$ cat config.mk
export PLATFORM = sky130hd
export DESIGN_NAME = axil_bram_master
export DESIGN_NICKNAME = d
export VERILOG_FILES = /design/src/rtl/axil_bram_master.sv
export SDC_FILE = /design/constraint.sdc
export NUM_CORES = 1
export LEC_CHECK = 0
export CAP_MARGIN = 20
export CORE_MARGIN = 2
export CORE_UTILIZATION = 44
export DETAILED_ROUTE_END_ITERATION = 8
export HOLD_SLACK_MARGIN = 0.1
export PLACE_DENSITY = 0.87
export SETUP_SLACK_MARGIN = 0.1
export SLEW_MARGIN = 15
export SYNTH_ARGS = -nofsm -noshare
export SYNTH_HDL_FRONTEND = slang
export SYNTH_SLANG_ARGS = --single-unit
$ cat constraint.sdc
create_clock -name user_clk -period 6.57 [get_ports user_clk]
set_clock_uncertainty 0.05 [all_clocks]
set_input_delay 1.314 -clock user_clk [delete_from_list [all_inputs] [get_ports user_clk]]
set_output_delay 1.314 -clock user_clk [all_outputs]
set_load 0.02 [all_outputs]
$ cat src/rtl/axil_bram_master.sv
// AXI4-Lite slave that bridges single-beat transactions onto a one-port register-file (BRAM) port.
// Exactly one transaction is outstanding; reads wait a fixed READ_LATENCY before responding.
module axil_bram_master #(
  parameter int unsigned READ_LATENCY = 2
) (
  input  logic        user_clk,
  input  logic        user_areset,
  input  logic        s_axil_awvalid,
  output logic        s_axil_awready,
  input  logic [11:0] s_axil_awaddr,
  input  logic        s_axil_wvalid,
  output logic        s_axil_wready,
  input  logic [31:0] s_axil_wdata,
  input  logic [3:0]  s_axil_wstrb,
  output logic        s_axil_bvalid,
  input  logic        s_axil_bready,
  output logic [1:0]  s_axil_bresp,
  input  logic        s_axil_arvalid,
  output logic        s_axil_arready,
  input  logic [11:0] s_axil_araddr,
  output logic        s_axil_rvalid,
  input  logic        s_axil_rready,
  output logic [31:0] s_axil_rdata,
  output logic [1:0]  s_axil_rresp,
  output logic        bram_en_a,
  output logic [3:0]  bram_we_a,
  output logic [11:0] bram_addr_a,
  output logic [31:0] bram_wrdata_a,
  input  logic [31:0] bram_rddata_a
);

  typedef enum logic [2:0] {IDLE, WR_ISSUE, WR_RESP, RD_ISSUE, RD_WAIT, RD_RESP} state_t;

  localparam logic [3:0] CNT_LOAD = 4'(READ_LATENCY - 1);

  state_t      state_q, state_d;
  logic        rr_q, rr_d;  // 1: read wins the next contended grant
  logic [3:0]  cnt_q, cnt_d;
  logic [31:0] rdata_q, rdata_d;
  logic        en_q, en_d;
  logic [3:0]  we_q, we_d;
  logic [11:0] addr_q, addr_d;
  logic [31:0] wrdata_q, wrdata_d;
  logic        wr_req, rd_req, grant_wr, grant_rd, idle;

  logic unused_addr_lsbs;
  assign unused_addr_lsbs = ^{s_axil_awaddr[1:0], s_axil_araddr[1:0]};

  assign idle     = (state_q == IDLE);
  assign wr_req   = s_axil_awvalid & s_axil_wvalid;
  assign rd_req   = s_axil_arvalid;
  assign grant_wr = wr_req & (~rd_req | ~rr_q);
  assign grant_rd = rd_req & (~wr_req | rr_q);

  assign s_axil_awready = idle & grant_wr;
  assign s_axil_wready  = idle & grant_wr;
  assign s_axil_arready = idle & grant_rd;
  assign s_axil_bvalid  = (state_q == WR_RESP);
  assign s_axil_bresp   = 2'b00;
  assign s_axil_rvalid  = (state_q == RD_RESP);
  assign s_axil_rresp   = 2'b00;
  assign s_axil_rdata   = rdata_q;
  assign bram_en_a      = en_q;
  assign bram_we_a      = we_q;
  assign bram_addr_a    = addr_q;
  assign bram_wrdata_a  = wrdata_q;

  always_comb begin
    state_d  = state_q;
    rr_d     = rr_q;
    cnt_d    = cnt_q;
    rdata_d  = rdata_q;
    en_d     = 1'b0;
    we_d     = 4'h0;
    addr_d   = addr_q;
    wrdata_d = wrdata_q;
    unique case (state_q)
      IDLE: begin
        if (grant_wr) begin
          rr_d = ~rr_q;
          if (s_axil_wstrb != 4'h0) begin
            state_d  = WR_ISSUE;
            en_d     = 1'b1;
            we_d     = 4'hF;
            addr_d   = {s_axil_awaddr[11:2], 2'b00};
            wrdata_d = s_axil_wdata;
          end else begin
            state_d = WR_RESP;
          end
        end else if (grant_rd) begin
          rr_d    = ~rr_q;
          state_d = RD_ISSUE;
          en_d    = 1'b1;
          addr_d  = {s_axil_araddr[11:2], 2'b00};
        end
      end
      WR_ISSUE: state_d = WR_RESP;
      WR_RESP:  if (s_axil_bready) state_d = IDLE;
      RD_ISSUE: begin
        state_d = RD_WAIT;
        cnt_d   = CNT_LOAD;
      end
      RD_WAIT: begin
        if (cnt_q == 4'd0) begin
          rdata_d = bram_rddata_a;
          state_d = RD_RESP;
        end else begin
          cnt_d = cnt_q - 4'd1;
        end
      end
      RD_RESP:  if (s_axil_rready) state_d = IDLE;
      default:  state_d = IDLE;
    endcase
  end

  always_ff @(posedge user_clk or posedge user_areset) begin
    if (user_areset) begin
      state_q  <= IDLE;
      rr_q     <= 1'b0;
      cnt_q    <= 4'd0;
      rdata_q  <= 32'h0;
      en_q     <= 1'b0;
      we_q     <= 4'h0;
      addr_q   <= 12'h0;
      wrdata_q <= 32'h0;
    end else begin
      state_q  <= state_d;
      rr_q     <= rr_d;
      cnt_q    <= cnt_d;
      rdata_q  <= rdata_d;
      en_q     <= en_d;
      we_q     <= we_d;
      addr_q   <= addr_d;
      wrdata_q <= wrdata_d;
    end
  end

endmodule

; Word-level counts from Yosys, hierarchy flattened
; Cells that the tools add are included.
[word_totals]
reg_bits = 89
in_bits = 99
out_inout_bits = 90
elab_cells = 62
[op_classes]
addsub = 1
n_eq_ne = 11
muxes = 21
n_bitwise = 10
reduce_logical = 11
[ops]
columns = cell, count
row1 = $mux W12, 3
row2 = $pmux W3 S6, 1
row3 = $mux W4, 4
row4 = $mux W3, 5
row5 = $pmux W4 S2, 1
row6 = $eq A3 B2 Y1 const B, 2
row7 = $eq A3 B3 Y1 const B, 2
row8 = $mux W1, 6
row9 = $ne A2 B1 Y1 const B, 3
row10 = $reduce_and A2 Y1, 3
row11 = $reduce_and A3 Y1, 2
row12 = $and A1 B1 Y1, 5
row13 = $logic_not A4 Y1, 1
row14 = $ne A2 B2 Y1 const B, 2
row15 = $reduce_and A4 Y1, 1
row16 = $reduce_bool A2 Y1, 2
row17 = $reduce_bool A4 Y1, 1
row18 = $sub A4 B1 Y4 const B, 1
row19 = $eq A3 B1 Y1 const B, 1
row20 = $logic_not A3 Y1, 1
row21 = $ne A3 B3 Y1 const B, 1
row22 = $not A1 Y1, 3
row23 = $mux W2, 1
row24 = $or A1 B1 Y1, 2

; Depth between registers and ports, before layout
; Gate-level depths: netlist (run 1).
[depth]
word_depth = 7
mapped_depth = 7
ltp_nobuf = 6

; Worst setup path after synthesis (run 1)
; OpenSTA, ideal clock, no wires.
[synth_timing]
path_type = input port to output port
startpoint = input s_axil_awvalid
endpoint = output s_axil_wready
arrival_ns = 2.337
t_required_ns = 5.206
path_slack_ns = 2.869
cell_stages = 5
path_buffers = 2
path_cell_list = nand2_1 -> a21o_1 -> buf_1 -> nor2_1 -> buf_4
[synth_via]
elab_chain_len = 3
[synth_lines]
columns = element, line
row1 = "start, declared", 8  ; input logic s_axil_awvalid,
row2 = $and A1 B1 Y1, 50  ; assign wr_req = s_axil_awvalid & s_axil_wvalid;
row3 = $and A1 B1 Y1, 52  ; assign grant_wr = wr_req & (~rd_req | ~rr_q);
row4 = $and A1 B1 Y1, --
row5 = "end, declared", 12  ; output logic s_axil_wready,
; Every way passes these cells.

; Worst setup path after layout (run 1)
[layout_timing]
startpoint = input s_axil_wvalid
endpoint = output s_axil_wready
[layout_via]
elab_chain_len = 3
[layout_lines]
columns = element, line
row1 = "start, declared", 11  ; input logic s_axil_wvalid,
row2 = $and A1 B1 Y1, 50
row3 = $and A1 B1 Y1, 52
row4 = $and A1 B1 Y1, 56  ; assign s_axil_wready = idle & grant_wr;
; Every way passes these cells.

==> results of run 1 <==
-- final timing paths --
| check | from | end | slack, ns | cells past startpoint |
|---|---|---|---|---|
| setup / recovery | s_axil_wvalid | s_axil_wready | 2.13 | 5 |
| hold / removal | rr_q | rr_q | 0.46 | 1 |
| setup reg to reg | cnt_q[0] | s_axil_rdata[8] | 3.87 | 6 |
| hold reg to reg | rr_q | rr_q | 0.46 | 1 |
| max in group asynchronous | user_areset | s_axil_rdata[10] | 4.51 | 3 |
| min in group asynchronous | user_areset | bram_wrdata_a[12] | 1.45 | 3 |
-- through the flow --
step | worst slack, ns | std cells | util [%] | power, mW
after floorplan | 2.869 | 247 | - | 1.730
after global placement | 2.179 | 508 | 66.53 | 2.324
after detailed placement | 2.169 | 508 | 66.53 | 2.365
after CTS | 2.148 | 523 | 69.08 | 2.774
after global routing | 2.062 | 524 | 69.37 | 2.887
final | 2.133 | 524 | 69.37 | 2.749
-- metal layers --
| layer | GRT usage [%] | vias up | wire length [um] |
|---|---|---|---|
| met4 | 5.850 | 0 | 59 |
| met5 | 0 | - | 0 |
| met1 | 23.80 | 1231 | 3657 |
| li1 | - | 1177 | - |
| met2 | 32.43 | 119 | 4475 |
| met3 | 4.480 | 6 | 537 |
-- flip-flops by register name, summed over array words and instances (netlist names) --
name	cells
s_axil_rdata	32
bram_en_a	1
rr_q	1
bram_wrdata_a	32
cnt_q	4
state_q	3
bram_addr_a	10
bram_we_a	1
-- critical path, cell delays in order --
cell             delay, ns
clkdlybuf4s50_1       0.50
nand2_1               0.08
a21o_1                0.34
nor2_1                0.20
clkdlybuf4s50_1       0.63
-- cell type report --
cell class | instances | area, um^2 | share of cell area (%)
clock inverter | 6 | 87.58 | 1.521
inverter | 4 | 16.27 | 0.2825
multi-input combinational | 136 | 1483 | 25.76
tap | 105 | 131.4 | 2.282
sequential | 84 | 2102 | 36.51
clock buffer | 9 | 123.9 | 2.152
timing repair buffer | 180 | 1813 | 31.49
-- Yosys cell counts (all sizes together) --
cell type / instances / area share (%)
or4b: 1 / 0.26
xor2: 2 / 0.46
mux2: 85 / 31
or4: 1 / 0.20
conb: 1 / 0.099
nor3: 2 / 0.26
nor2: 11 / 1.1
nand2: 3 / 0.30
or3: 2 / 0.46
nor3b: 1 / 0.20
buf: 20 / 5.1
a21o: 2 / 0.40
dfrtp: 84 / 56
nor4: 1 / 0.17
a32o: 2 / 0.53
a21oi: 6 / 0.79
ha: 1 / 0.33
a31oi: 1 / 0.17
o21ai: 1 / 0.13
or3b: 1 / 0.30
clkbuf: 3 / 0.33
nand3: 2 / 0.26
nand4: 1 / 0.17
inv: 4 / 0.40
and3b: 2 / 0.50
o311ai: 1 / 0.23
o21bai: 1 / 0.20
-- cell families after synthesis --
group,count (synthesis)
mux,85
xor+xnor,2
fa+ha+maj,1
other cells,1
flops,84
buf+inv,27
compound gates,14
simple gates,28
-- power breakdown --
part           leakage (nW)  internal, mW  switching [mW]
clock network         0.109         0.213           0.181
registers              1.00         0.774           0.160
logic                  1.53         0.820           0.601
==> run metrics, run 1 <==
Die H 96.76 um; vias in the first global route 2754; hold_buf cts 0; nets 515; mux share of post-synthesis cell area 31.13%; Antenna Cells 0; drt wl/cell 16.66 um; fin. max-slew vios 0; Syn Area/Cell 15.65 um^2; largest family of logic cells by synthesized area multiplexers; critical path class in -> out; MaxCap Viol Count 0; CP Max Fanout 14; register area share after synthesis 55.52%; worst hold path type reg -> reg; WHS 0.4600 ns; number of hold violations in the final report 0; Clk Latency, worst-skew pair 0.33 ns; CTS clk-pin slew, worst paths 0.08 ns; Final Cycle Share 67.54%; first-pass GRT wire length 14.23 mm; run status complete, no violations; area grow syn2layout 52.05%; Critical Path End Type output pin; CTS Buf Count 9; commonest cells after routing, fill and taps aside clkdlybuf4s50_1, dfrtp_1, mux2_4, mux2_2, nor2_1; Synth Area in Simple Gates 4.164%; IO Port Bufs 178; Non-Filler Cell Area, Final 5757 um^2; share of cells above drive strength 1 25.78%; GR Overflow Total 0; Longest Clk Path Bufs 2; 1st-iter DRT viols 78; Compound-Gate Fraction of Synth Area 2.445%; H-tree Lvls 3; CTS Sinks 84; Die X 96.76 um; fill cell count 590; num ports 189; adder-cell share of the synthesized area 0.3305%; initial antenna violation count 0; ANT nets after route 0; drc violations 0; Setup Buffers After CTS 0; Total Wirelength 8.729 mm; largest net degree at the start of global routing 85; Max rail drop VDD 265.3 uV; GRT Total Usage 18.93%; Final setup viols 0; TNS Setup 0 ns; first-pass iteration count of the detailed router 5; Root Buffer Master clkbuf_8; Slew Limit Headroom 26.19%; Leak 2.644 nW; RSZ-0062 raised after global routing false; most common cell after layout, fill and taps aside clkdlybuf4s50_1; crit path time final 4.437 ns; Starting Density 45.62%; Resize count post-CTS 0; die area 9363 um^2; Peak Freq 225.4 MHz; Startpoint Class input pin; worst slew pin tran 1.107 ns; Critical Path AT 3.07 ns; pwr dens 477.4 nW/um^2; Placement Rows 33; Yosys cell types 35; drt via density 4.834; via count 2533; CTS tree built; Worst EP required 5.21 ns; routability cong. 0.7963; yosys warns 0; Synth Register Bits 84; Placeable Area 8299 um^2; dpl hpwl 6.332 mm; post-synthesis xor/xnor area fraction 0.4627%; Synth Cell Area 3786 um^2; Cell Area, Placed 5522 um^2; Cells after Synth 242
(Power assumes the default switching activity.)
==> run 2, diff against run 1 <==
--- a/config.mk
+++ b/config.mk
@@ -7,10 +7,10 @@
 export LEC_CHECK = 0
 export CAP_MARGIN = 20
 export CORE_MARGIN = 2
-export CORE_UTILIZATION = 44
+export CORE_UTILIZATION = 36
 export DETAILED_ROUTE_END_ITERATION = 8
 export HOLD_SLACK_MARGIN = 0.1
-export PLACE_DENSITY = 0.87
+export PLACE_DENSITY = 0.76
 export SETUP_SLACK_MARGIN = 0.1
 export SLEW_MARGIN = 15
 export SYNTH_ARGS = -nofsm -noshare
==> constraint.sdc (replaced) <==
create_clock -name user_clk -period 3.6 [get_ports user_clk]
set_clock_uncertainty 0.05 [all_clocks]
set_input_delay 0.72 -clock user_clk [delete_from_list [all_inputs] [get_ports user_clk]]
set_output_delay 0.72 -clock user_clk [all_outputs]
set_load 0.02 [all_outputs]
==> run 2 against run 1 <==
Net effect: critical endpoint is now s_axil_awready; wire length fell by 1.1%; register-to-register slack worse by 2.8 ns; cell area increased by 1.2%; clock power up 99%; combinational power up 82%; critical path type unchanged; sequential power up 82%; final cell count up 6.7%; count of clock-buffer cells in the layout increased by 2; global-route usage fell by 3.6 points; worst hold slack hardly changed; via count grew 0.24%.
==> run metrics, run 2 (same netlist as run 1, synthesis figures left out) <==
Final setup viols 0 (unchanged); area grow syn2layout 53.93%; worst slew pin tran 0.5833 ns (-0.5239 ns); worst hold path type reg -> reg; reg2reg path depth 6 (unchanged); crit path time final 3.012 ns; critical path class in -> out; die area 11350 um^2 (+21%); Placeable Area 10280 um^2 (+24%); RSZ-0062 raised after global routing false; most common cell after layout, fill and taps aside clkdlybuf4s50_1; drt via density 4.542 (-6.0%); pwr dens 869.5 nW/um^2 (+82%); Antenna Cells 0 (unchanged); num ports 189 (unchanged); Min-Delay Path Depth 1 (unchanged); dpl hpwl 6.478 mm (+2.3%); Resize count post-CTS 0 (unchanged); GR Overflow Total 0 (unchanged); Die H 106.6 um (+10%); Critical Path End Type output pin; Final Power 5.067 mW (+84%); Peak Freq 332.0 MHz; Critical Path AT 2.24 ns (-0.83 ns); IO Port Bufs 178 (unchanged); commonest cells after routing, fill and taps aside clkdlybuf4s50_1, dfrtp_1, mux2_4, mux2_2, nor2_1; Placement Rows 37 (+12%); flop-to-flop setup slack 1.06 ns (-2.81 ns); Slew Limit Headroom 61.11% (+35 points); first-pass GRT wire length 13.61 mm (-4.3%); Longest Clk Path Bufs 2 (unchanged); TNS Setup 0 ns (unchanged); Starting Density 36.84% (-8.8 points); Die X 106.6 um (+10%); CTS tree built; drt wl/cell 15.44 um (-7.3%); number of hold violations in the final report 0 (unchanged); Total Wirelength 8.631 mm (-1.1%); H-tree Lvls 3 (unchanged); fin. max-slew vios 0 (unchanged); Root Buffer Master clkbuf_8; reg2reg start cnt_q[0]; Leak 2.659 nW (+0.57%); 1st-iter DRT viols 70 (-10%); Max rail drop VDD 376.5 uV (+42%); first-pass iteration count of the detailed router 4 (-1); CTS Buf Count 9 (unchanged); hold_buf cts 0 (unchanged); Final Cycle Share 83.67%; CTS clk-pin slew, worst paths 0.08 ns (about the same); Clk Latency, worst-skew pair 0.33 ns (about the same); GRT Total Usage 15.29% (-3.6 points); nets 519 (+0.78%); via count 2539 (+0.24%); drc violations 0 (unchanged); ANT nets after route 0 (unchanged); share of cells above drive strength 1 26.00% (+0.23 points); largest net degree at the start of global routing 34 (-60%); Startpoint Class input pin; Setup Buffers After CTS 0 (unchanged); initial antenna violation count 0 (unchanged); r2r endpoint s_axil_rdata[29]; CP Max Fanout 3 (-11); Worst EP required 2.83 ns (-2.38 ns); vias in the first global route 2726 (-1.0%); run status complete, no violations; MaxCap Viol Count 0 (unchanged); CTS Sinks 84 (unchanged); routability cong. 0.7576 (-4.9%); hold endpoint bram_addr_a[6]; HP Start bram_addr_a[6]
==> run 2: worst max path at each step <==
stage	from	endpoint	slack, ns	cells after the start
2_1_floorplan	user_areset	bram_addr_a[10]	0.66	1
3_3_place_gp	s_axil_awvalid	s_axil_wready	0.61	5
3_5_place_dp	s_axil_awvalid	s_axil_wready	0.60	5
4_1_cts	s_axil_awvalid	s_axil_wready	0.59	5
5_1_grt	s_axil_awvalid	s_axil_awready	0.50	5
6_report	s_axil_awvalid	s_axil_awready	0.59	5
==> run 2: cell type report <==
class / instances / area (um^2)
clock buffer: 11 / 131.4
clock inverter: 4 / 98.84
fill: 876 / 4449
inverter: 4 / 16.27
multi-input combinational: 136 / 1483
sequential: 84 / 2102
tap: 136 / 170.2
timing repair buffer: 184 / 1827
==> run 2: stage by stage <==
stage / hold slack [ns] / worst slack, ns / cell area, um^2 / utilization (%) / instances
6_report: 0.4604 / 0.5877 / 5828 / 56.71 / 559
5_1_grt: 0.4779 / 0.5024 / 5828 / 56.71 / 559
4_1_cts: 0.4617 / 0.5870 / 5821 / 56.64 / 558
3_5_place_dp: 0.4410 / 0.6018 / 5590 / 54.39 / 543
3_3_place_gp: 0.4286 / 0.6097 / 5590 / 54.39 / 543
2_1_floorplan: 0.4085 / 0.6649 / 3805 / - / 247
==> run 2: power breakdown <==
part	switching (mW)	internal (mW)	leakage [nW]
Combinational	1.08	1.50	1.54
Clock	0.324	0.460	0.114
Sequential	0.288	1.41	1.00
Total	1.70	3.37	2.66
==> run 2: routing by layer <==
layer	up-vias	share of wire, %	routed length [um]	track usage (%)
met5	-	0	0	0
met4	0	1.9	166	6.122
met3	15	9.2	791	4.844
met2	122	48	4102	24.95
met1	1222	41	3571	18.82
li1	1180	-	-	-
==> run 2: worst max-delay path: stages <==
cell	delay [ns]
clkdlybuf4s50_1	0.50
nand2_1	0.08
a21o_1	0.16
nor2_1	0.14
clkdlybuf4s50_1	0.63
==> run 3, diff against run 2 <==
--- a/config.mk
+++ b/config.mk
@@ -7,10 +7,10 @@
 export LEC_CHECK = 0
 export CAP_MARGIN = 20
 export CORE_MARGIN = 2
-export CORE_UTILIZATION = 36
+export CORE_UTILIZATION = 40
 export DETAILED_ROUTE_END_ITERATION = 8
 export HOLD_SLACK_MARGIN = 0.1
-export PLACE_DENSITY = 0.76
+export PLACE_DENSITY = 0.8
 export SETUP_SLACK_MARGIN = 0.1
 export SLEW_MARGIN = 15
 export SYNTH_ARGS = -nofsm -noshare
==> constraint.sdc (replaced) <==
create_clock -name user_clk -period 2.8 [get_ports user_clk]
set_clock_uncertainty 0.05 [all_clocks]
set_input_delay 0.56 -clock user_clk [delete_from_list [all_inputs] [get_ports user_clk]]
set_output_delay 0.56 -clock user_clk [all_outputs]
set_load 0.02 [all_outputs]
==> run 3 against run 2 <==
Net effect: register-to-register slack got worse by 0.70 ns; largest cell class unchanged; clock power rose by 2.7%; sequential cell count unchanged.
==> run metrics, run 3 (same netlist as run 1, synthesis figures left out) <==
pwr dens 1092 nW/um^2 (+26%); dpl hpwl 6.120 mm (-5.5%); Peak Freq 387.3 MHz; GR Overflow Total 0 (unchanged); fill cell count 689 (-21%); num ports 189 (unchanged); worst slew pin tran 1.004 ns (+0.4211 ns); first-pass GRT wire length 13.41 mm (-1.5%); Final Cycle Share 92.21%; vias in the first global route 2727 (+0.037%); Die H 101.3 um (-4.9%); H-tree Lvls 3 (unchanged); Most common cell on crit path clkdlybuf4s50_1; reg2reg start cnt_q[1]; critical path class in -> out; initial antenna violation count 0 (unchanged); CTS clk-pin slew, worst paths 0.09 ns (about the same); clock share of power 12.7% (-2.8 points); CTS Buf Count 9 (unchanged); Clk Latency, worst-skew pair 0.34 ns (about the same); Critical Path End Type output pin; 1st-iter DRT viols 31 (-56%); flop-to-flop setup slack 0.36 ns (-0.70 ns); r2r endpoint s_axil_rdata[8]; share of cells above drive strength 1 26.48% (+0.47 points); Starting Density 41.17% (+4.3 points); CP Max Fanout 3 (unchanged); worst hold path type reg -> reg; IO Port Bufs 178 (unchanged); area grow syn2layout 52.71%; Leak 2.655 nW (-0.12%); RSZ-0062 raised after global routing false; Startpoint Class input pin; critical path's slowest cell clkdlybuf4s50_1; drt via density 4.803 (+5.8%); power share of the sequential group 34.5% (+0.9 points); ANT nets after route 0 (unchanged); placed insts 518 (-4.6%); most common cell after layout, fill and taps aside clkdlybuf4s50_1; Root Buffer Master clkbuf_8; hold endpoint rr_q; Worst EP required 2.19 ns (-0.64 ns); Sw Pwr 2.211 mW (+30%); Placeable Area 9196 um^2 (-11%); Max rail drop VDD 477.2 uV (+27%); run status complete, no violations; Cell Chain, Critical Path clkdlybuf4s50_1 > nand2_1 > o21ai_0 > nor2_1 > clkdlybuf4s50_1; MaxCap Viol Count 0 (unchanged); drc violations 0 (unchanged); nets 518 (-0.19%); Final setup viols 0 (unchanged); routability cong. 0.7661 (+1.1%); Placement Rows 35 (-5.4%); number of hold violations in the final report 0 (unchanged); HP Start rr_q; CTS Sinks 84 (unchanged); Die X 101.3 um (-4.9%); Antenna Cells 0 (unchanged); drt wl/cell 15.64 um (+1.3%); hold_buf cts 0 (unchanged); Critical Path AT 1.97 ns (-0.27 ns); largest net degree at the start of global routing 85 (+150%); Pint 4.101 mW (+22%); fin. max-slew vios 0 (unchanged); Min-Delay Path Depth 1 (unchanged); Longest Clk Path Bufs 2 (unchanged); GRT Total Usage 16.61% (+1.3 points); pre-CTS WS 0.07930 ns (-0.5226 ns); Total Wirelength 8.354 mm (-3.2%); TNS Setup 0 ns (unchanged); Sw Ratio 35.03% (+1.6 points); reg2reg path depth 6 (unchanged); CTS tree built; via count 2565 (+1.0%); CP max stage delay 0.55 ns (-0.08 ns); post-route insts no fill 534 (-4.5%); Slew Limit Headroom 33.04% (-28 points); first-pass iteration count of the detailed router 4 (unchanged); final setup margin 0.2182 ns (-0.3695 ns); commonest cells after routing, fill and taps aside clkdlybuf4s50_1, dfrtp_1, mux2_4, mux2_2, nor2_1; die area 10260 um^2 (-9.6%); logic gate share of total power 52.7% (+1.7 points); crit path time final 2.582 ns
run 3: changes by cell type in the layout (fill, tap and decap cells not counted), moves of 2 or more:
cell,delta
buf_4,-4
buf_12,+3
bufinv_16,-3
clkbuf_1,-2
clkdlybuf4s50_1,-2
clkinv_4,+2
clkinvlp_4,+2
dlygate4sd2_1,+2
run 3: through the flow:
stage                     area, um^2  total power, mW  hold WS [ns]  utilization (%)
after floorplan                 3809            4.060        0.4085                -
final                           5782            6.313        0.4539            62.87
after CTS                       5782            6.399        0.4502            62.87
after global routing            5782            6.678        0.4765            62.87
after global placement          5599            5.482        0.4256            60.88
after detailed placement        5599            5.556        0.4349            60.88
run 3: metal layers:
metal / GRT usage, % / share of wire, % / vias up
li1: - / - / 1187
met1: 20.58 / 41 / 1256
met2: 27.97 / 50 / 112
met3: 4.762 / 7.8 / 10
met4: 5.613 / 1.2 / 0
met5: 0 / 0 / -
run 3: how the worst max path moves through the flow:
| stage | startpoint | to | slack, ns |
|---|---|---|---|
| floorplan | cnt_q[0] | s_axil_rdata[0] | 0.59 |
| global placement | s_axil_wstrb[1] | bram_addr_a[11] | 0.08 |
| detailed placement | s_axil_wstrb[1] | bram_addr_a[7] | 0.08 |
| CTS | state_q[1] | s_axil_arready | 0.20 |
| global route | s_axil_wvalid | s_axil_arready | 0.11 |
| finish | s_axil_wvalid | s_axil_arready | 0.22 |
run 3: final cells by class:
class                      instances  area [um^2]  share of cell area [%]
timing repair buffer             183         1854                   32.07
sequential                        84         2102                   36.36
tap                              111        138.9                   2.402
multi-input combinational        136         1483                   25.64
clock inverter                     6        47.55                  0.8223
clock buffer                      10        137.6                   2.380
inverter                           4        18.77                  0.3246
run 3: timing repair:
item | 4_1_cts | 5_1_grt
setup endpoints to repair | 2 | 0
gates resized for setup | 2 | 0
buffers inserted | 0 | 0
run 3: critical path: cells and delay by family:
kind / cells / cell delay (ns)
buf+inv: 2 / 1.06
compound gates: 1 / 0.21
simple gates: 2 / 0.14
run 3: power groups by stage:
stage          combinational [mW]  clock [mW]  sequential (mW)
2_1_floorplan                1.23           0             2.83
3_3_place_gp                 3.32           0             2.16
3_5_place_dp                 3.36           0             2.20
4_1_cts                      3.38       0.837             2.19
5_1_grt                      3.52       0.888             2.27
6_report                     3.33       0.804             2.18
